**src/rtl/lock_in_amplifier.sv**
```systemverilog
// Lock-in amplifier: multiply the measured signal by the reference(s), integrate-and-dump over
// 2^ACC_LOG2 samples, scale and saturate. Define LIA_QUADRATURE_EN to build the Q path and output magnitude.
module lock_in_amplifier #(
  parameter int ACC_LOG2 = 10
) (
  input  logic               dac_clk_i,
  input  logic               dac_rstn_i,
  input  logic signed [13:0] adcInputChannel1,
  input  logic signed [13:0] inPhase,
  input  logic signed [13:0] outPhase,
  output logic signed [13:0] LIAOutput_O,
  output logic               lia_valid_o
);

  localparam int ACC_W = 28 + ACC_LOG2;

  logic signed [13:0]       adc_r, in_r;
  logic signed [27:0]       prod_i;
  logic signed [ACC_W-1:0]  acc_i, sum_i;
  logic signed [14:0]       win_i;
  logic [ACC_LOG2-1:0]      cnt;
  logic                     fill_1, fill_2, dump_r;
  logic signed [13:0]       result;

  // Window sum including the current product; its top 15 bits are exactly sum >>> (ACC_LOG2+13).
  assign sum_i = acc_i + ACC_W'(prod_i);

`ifdef LIA_QUADRATURE_EN
  logic signed [13:0]       out_r;
  logic signed [27:0]       prod_q;
  logic signed [ACC_W-1:0]  acc_q, sum_q;
  logic signed [14:0]       win_q;

  assign sum_q = acc_q + ACC_W'(prod_q);
`else
  logic unused_out_phase;
  assign unused_out_phase = ^outPhase;
`endif

  // NOTE: every register here, accumulators included, uses non-blocking assignment so all
  // stages sample the previous cycle's values regardless of statement order.
  always_ff @(posedge dac_clk_i) begin
    if (!dac_rstn_i) begin
      adc_r  <= '0;
      in_r   <= '0;
      prod_i <= '0;
      acc_i  <= '0;
      win_i  <= '0;
      cnt    <= '0;
      fill_1 <= 1'b0;
      fill_2 <= 1'b0;
      dump_r <= 1'b0;
`ifdef LIA_QUADRATURE_EN
      out_r  <= '0;
      prod_q <= '0;
      acc_q  <= '0;
      win_q  <= '0;
`endif
    end else begin
      adc_r  <= adcInputChannel1;
      in_r   <= inPhase;
      fill_1 <= 1'b1;
      prod_i <= adc_r * in_r;
      fill_2 <= fill_1;
      dump_r <= fill_2 && (&cnt);
`ifdef LIA_QUADRATURE_EN
      out_r  <= outPhase;
      prod_q <= adc_r * out_r;
`endif
      // Counting starts with the first real product so no window is built from pipeline fill.
      if (fill_2) begin
        cnt   <= cnt + 1'b1;
        acc_i <= (cnt == '0) ? ACC_W'(prod_i) : sum_i;
`ifdef LIA_QUADRATURE_EN
        acc_q <= (cnt == '0) ? ACC_W'(prod_q) : sum_q;
`endif
        if (&cnt) begin
          win_i <= sum_i[ACC_W-1 -: 15];
`ifdef LIA_QUADRATURE_EN
          win_q <= sum_q[ACC_W-1 -: 15];
`endif
        end
      end
    end
  end

`ifdef LIA_QUADRATURE_EN
  logic [14:0] abs_i, abs_q, mag_max, mag_min;
  logic [15:0] mag;

  // NOTE: every always_comb output gets a default first so no path can infer a latch.
  always_comb begin
    abs_i   = win_i[14] ? 15'(-win_i) : 15'(win_i);
    abs_q   = win_q[14] ? 15'(-win_q) : 15'(win_q);
    mag_max = (abs_i > abs_q) ? abs_i : abs_q;
    mag_min = (abs_i > abs_q) ? abs_q : abs_i;
    mag     = {1'b0, mag_max} + {2'b00, mag_min[14:1]};
    result  = (mag > 16'd8191) ? 14'sd8191 : signed'(mag[13:0]);
  end
`else
  always_comb begin
    result = win_i[13:0];
    if (win_i > 15'sd8191)
      result = 14'sd8191;
    else if (win_i < -15'sd8192)
      result = -14'sd8192;
  end
`endif

  always_ff @(posedge dac_clk_i) begin
    if (!dac_rstn_i) begin
      LIAOutput_O <= '0;
      lia_valid_o <= 1'b0;
    end else begin
      lia_valid_o <= dump_r;
      if (dump_r)
        LIAOutput_O <= result;
    end
  end

endmodule

```
**config.mk**
```make
export PLATFORM = sky130hd
export DESIGN_NAME = lock_in_amplifier
export DESIGN_NICKNAME = d
export VERILOG_FILES = /design/src/rtl/lock_in_amplifier.sv
export SDC_FILE = /design/constraint.sdc
export NUM_CORES = 1
export LEC_CHECK = 0
export BUFFER_PORTS_ARGS = -buffer_cell sky130_fd_sc_hd__buf_2
export CAP_MARGIN = 20
export CORE_AREA = 2 2 183 149
export CTS_CLUSTER_SIZE = 14
export DETAILED_ROUTE_END_ITERATION = 10
export DIE_AREA = 0 0 185 151
export GPL_ROUTABILITY_DRIVEN = 0
export PLACE_DENSITY_LB_ADDON = 0.12
export SKIP_LAST_GASP = 1
export SLEW_MARGIN = 10
export SYNTH_ARGS = -nofsm -noshare
export SYNTH_HDL_FRONTEND = slang
export SYNTH_SLANG_ARGS = --single-unit
export TNS_END_PERCENT = 30
```
**constraint.sdc**
```tcl
create_clock -name dac_clk_i -period 8.55 [get_ports dac_clk_i]
set_input_delay 0.4275 -clock dac_clk_i [delete_from_list [all_inputs] [get_ports dac_clk_i]]
set_output_delay 0.4275 -clock dac_clk_i [all_outputs]
set_load 0.01 [all_outputs]
```
== Word-level counts from Yosys, hierarchy flattened ==
Index checks and enable logic that the tools add are counted.
Storage, ports and cells
  bits in registers: 137
  word-level logic and storage cells: 24
Operators by class
  muxes and demuxes: 4
  multipliers: 1
  add/sub/neg operators: 2
  order comparisons: 2
  reduce and logical (&&, ||, !) cells: 4
Operator list (number)
  38-bit by 28-bit adder with 38-bit output: 1
  38-bit 2-to-1 mux: 1
  14-bit by 14-bit multiplier with 28-bit output: 1
  14-bit 2-to-1 mux: 2
  15-bit by 14-bit > comparator with 1-bit output (second input constant): 1
  15-bit by 14-bit less-than comparator with 1-bit output (second input constant): 1
  11-bit AND reduction: 1
  10-bit by 1-bit adder with 10-bit output (second input constant): 1
  10-bit zero test: 1
  10-bit AND reduction: 1
  1-bit logical AND: 1
  1-bit 2-to-1 mux: 1

== Logic depth before layout (Yosys ltp) ==
  word-level depth: 3
  depth in mapped cells: 23
  depth with buffers taken out: 22

== Least setup slack after synthesis ==
OpenSTA, ideal clock, no wires.
  kind: register to register
  start point: register in_r[5]
  end point: register prod_i[27]
  data required time: 8.480 ns
  clock period less this slack: 5.784 ns
  cell stages (with the launch flop): 21
  buffers on the path: 1
  data arrival time: 5.713 ns
  slack: 2.766 ns
  library setup time: 0.070 ns
  cell sequence: dfxtp_1 clkbuf_1 nand2_1 inv_1 fa_1 inv_1 fa_1 inv_1 fa_1 inv_1 fa_1 fa_1 fa_1 inv_1 ha_1 a21o_1 a31o_2 a21oi_1 a21boi_1 or3_1 a21oi_1
On the way
  longest elaborated chain between the ends: 1
RTL lines
  start, declared: line 17  | logic signed [13:0] adc_r, in_r;
  start signal, assigned: line 61  | in_r <= inPhase;
  14-bit by 14-bit multiplier with 28-bit output: line 63  | prod_i <= adc_r * in_r;
  end signal, assigned: line 63
  end, declared: line 18  | logic signed [27:0] prod_i;
Every way passes these cells.
A chain may end at the register's enable or synchronous reset.

== Final worst setup path ==
  start point: register adc_r[13]
  end point: register prod_i[27]
On the way
  longest elaborated chain between the ends: 1
RTL lines
  start, declared: line 17
  start signal, assigned: line 60  | adc_r <= adcInputChannel1;
  14-bit by 14-bit multiplier with 28-bit output: line 63
Every way passes these cells.

==> summary.md <==
| Metric | Value |
|---|---|
| Outcome | completed |
| Leakage | 7.12 nW |
| Crit path capture type | register |
| Final setup fails | 0 |
| Routed wire length | 29600 um |
| GRT Total Usage | 23.5% |
| Critical path class | register to register |
| Final min period | 6.48 ns |
| Leading cell type in the layout, fill and taps excluded | inv_1 |
| Initial Util | 54.7% |
| Post-layout util | 58.7% |
| Top FF cell, synth | dfxtp_1 |
| Avg WL per Cell | about 15 um |
| Synth-to-Final Area Change | 7.29% |
| Post-synthesis sequential area ratio | slightly below 20% |
| Post-route clock period utilization | 75.8% |
| HPWL Detailed | 22300 um |
| Root buffer cell | clkbuf_16 |
| Io pins | 59 |
| Clock skew | ~0.018 ns |
| Layout Cells excl Fill | approximately 2000 |
| Area after DPL | 14600 um^2 |
| Crit path launch | adc_r[13] |
| YS warnings | 0 |
| Most frequent cells in the layout | inv_1, fa_1, nand2_1 |
| Vias in the first global route | 10800 |
| Crit path max fanout | 14 |
| Pin count of the biggest net entering global routing | 84 |
| Setup_tns | 0 ns |
| Share of cells above drive strength 1 | around 6.7% |
| Post-Syn Instances | 1617 |
| Worst-Margin Slew | 1.02 ns |
| Max cap viols | 0 |
| RSZ-0062 raised after global routing | no |
| CP Data Arrival Time | 6.84 ns |
| Core box area | about 26000 um^2 |
| Die ar. | 27900 um^2 |
| Final ANT Viol Nets | 0 |
| Drt first pass iters | 5 |
| Netlist cell types | 70 |
| Die height | 151 um |
| DRT iter0 DRCs | 621 |
| Syn_area_per_cell | 8.80 um^2 |
| Max Root-Sink Buffers | 2 |
| WHS | 0.182 ns |
| EDFF count, synth | 0 |
| Cell row count | 53 |
| Via density | 5.35 |
| WP data required | ~8.9 ns |
| Number of synthesized register bits | 137 |
| TritonCTS clock tree | yes |
| Hold Buf Count CTS | 0 |
| Htree depth | 4 |
| Design Area, Final | 15300 um^2 |
| Max-slew violation count | 0 |
| Clock-pin slew on the worst setup and hold paths | 0.07 ns |
| Post-Syn Area | about 14000 um^2 |
| Min-delay worst type | input pin to register |
| Worst vdd ir | 159 uV |
| FFs w/ async S/R, synth | 0% |
| Via count | approximately 11000 |
| Buffers on Ports | 44 |
| Clock buffers created by TritonCTS | 17 |
| # DRC | 0 |
| Syn Nets | between 1500 and 2000 |
| Startpoint types | register |
| Reg2Reg Launch Point | adc_r[13] |
| Hold_sp | inPhase[8] |
| ANT cells | 0 |
| Placed cell count | 1955 |
| GRT overflow | 0 |
| Layout Nets | 1963 |
| PD cells | 187 nW/um^2 |
| Clock Latency Late Sink | 0.44 ns |
| Fin. Hold Viols | 0 |
| Peak Freq | 154 MHz |
| Relative slew margins | 32.0% |
| Post_cts resized | 0 |
| Post-CTS setup buffers | 0 |
| First-pass GRT wire length | 52300 um |
| Sink Count | between 100 and 150 |
| Chip Width | 185 um |
| Initial antenna violation count | 0 |
## final timing paths
kind,cells past startpoint,slack [ns],end
setup / recovery,20,2.07,prod_i[27]
setup reg to reg,20,2.07,prod_i[27]
hold / removal,2,0.18,in_r[8]
hold reg to reg,1,0.44,fill_2
## power by group
group	total [W]	switching, W	internal (W)
sequential	0.000780	0.0000757	0.000704
clock	0.000786	0.000361	0.000425
combinational	0.00129	0.000750	0.000541
## synthesized netlist by cell type, types with 15 or more instances
| cell type | number | area share [%] |
|---|---|---|
| dfxtp_1 | 137 | 19 |
| o21ai_0 | 89 | 3.1 |
| xnor2_1 | 38 | 2.3 |
| a21oi_1 | 79 | 2.8 |
| nand2_1 | 164 | 4.3 |
| nand2b_1 | 15 | 0.66 |
| and2_1 | 143 | 6.3 |
| fa_1 | 196 | 28 |
| clkbuf_1 | 58 | 1.5 |
| nor2_1 | 98 | 2.6 |
| ha_1 | 106 | 9.3 |
| a31oi_1 | 25 | 1.1 |
| xor2_1 | 25 | 1.5 |
| inv_1 | 252 | 6.6 |
| a21o_1 | 25 | 1.3 |
## cells by family (layout without fill, tap and decap cells)
logic type               count (synthesis)  in the layout  share of synthesized area, %
AO/OA/AOI/OAI                          308            308                          14.4
XOR/XNOR                                63             63                          3.88
adder cells (fa/ha/maj)                302            302                          36.9
buffers and inverters                  320            333                          8.67
flip-flops                             137            137                          19.3
multiplexers                             7              7                         0.492
AND/OR/NAND/NOR                        480            480                          16.4
## metrics by stage
stage | power (W) | setup WS (ns)
after floorplan | 0.00182 | 2.77
after global routing | 0.00312 | 1.67
after detailed placement | 0.00208 | 2.14
after global placement | 0.00206 | 2.21
after CTS | 0.00288 | 2.10
final | 0.00286 | 2.07
## sequential cells by signal, summed over array words and instances, names as in the netlist
name and flops:
dump_r 1, fill_2 1, acc_i 38, LIAOutput_O 14
in_r 14, fill_1 1, cnt 10, adc_r 14
win_i 15, prod_i 28, lia_valid_o 1
## critical path, cell delays in order, from the launching register on
cell      delay, ns
dfxtp_1        0.71
and2_1         0.26
inv_1          0.07
fa_1           0.55
inv_1          0.07
fa_1           0.62
inv_1          0.27
fa_1           0.59
inv_1          0.05
fa_1           0.46
fa_1           0.54
inv_1          0.05
fa_1           0.52
inv_1          0.04
ha_1           0.22
nor4_1         0.40
a311oi_1       0.23
o21bai_1       0.21
a21boi_1       0.10
or3_1          0.31
a21oi_1        0.14
## area by class of cell
| cell class | instances | area (um^2) |
|---|---|---|
| fillers | 2387 | 10700 |
| multi-input cells | 1160 | 10300 |
| flip-flops and latches | 137 | 2740 |
| inverters | 253 | 950 |
| well taps | 357 | 447 |
| clock buffers | 17 | 425 |
| repair buffers | 48 | 250 |
| clock inverters | 15 | 198 |
## per-layer routing
layer  vias up  GRT usage (%)  routed length [um]
li1       5183              -                   -
met1      5232           33.8               14800
met2       187           37.3               13200
met3        29           3.87                1110
met4         0           5.75                 448
met5         -              0                   0
Note: power is estimated with default switching activity, not from simulation.
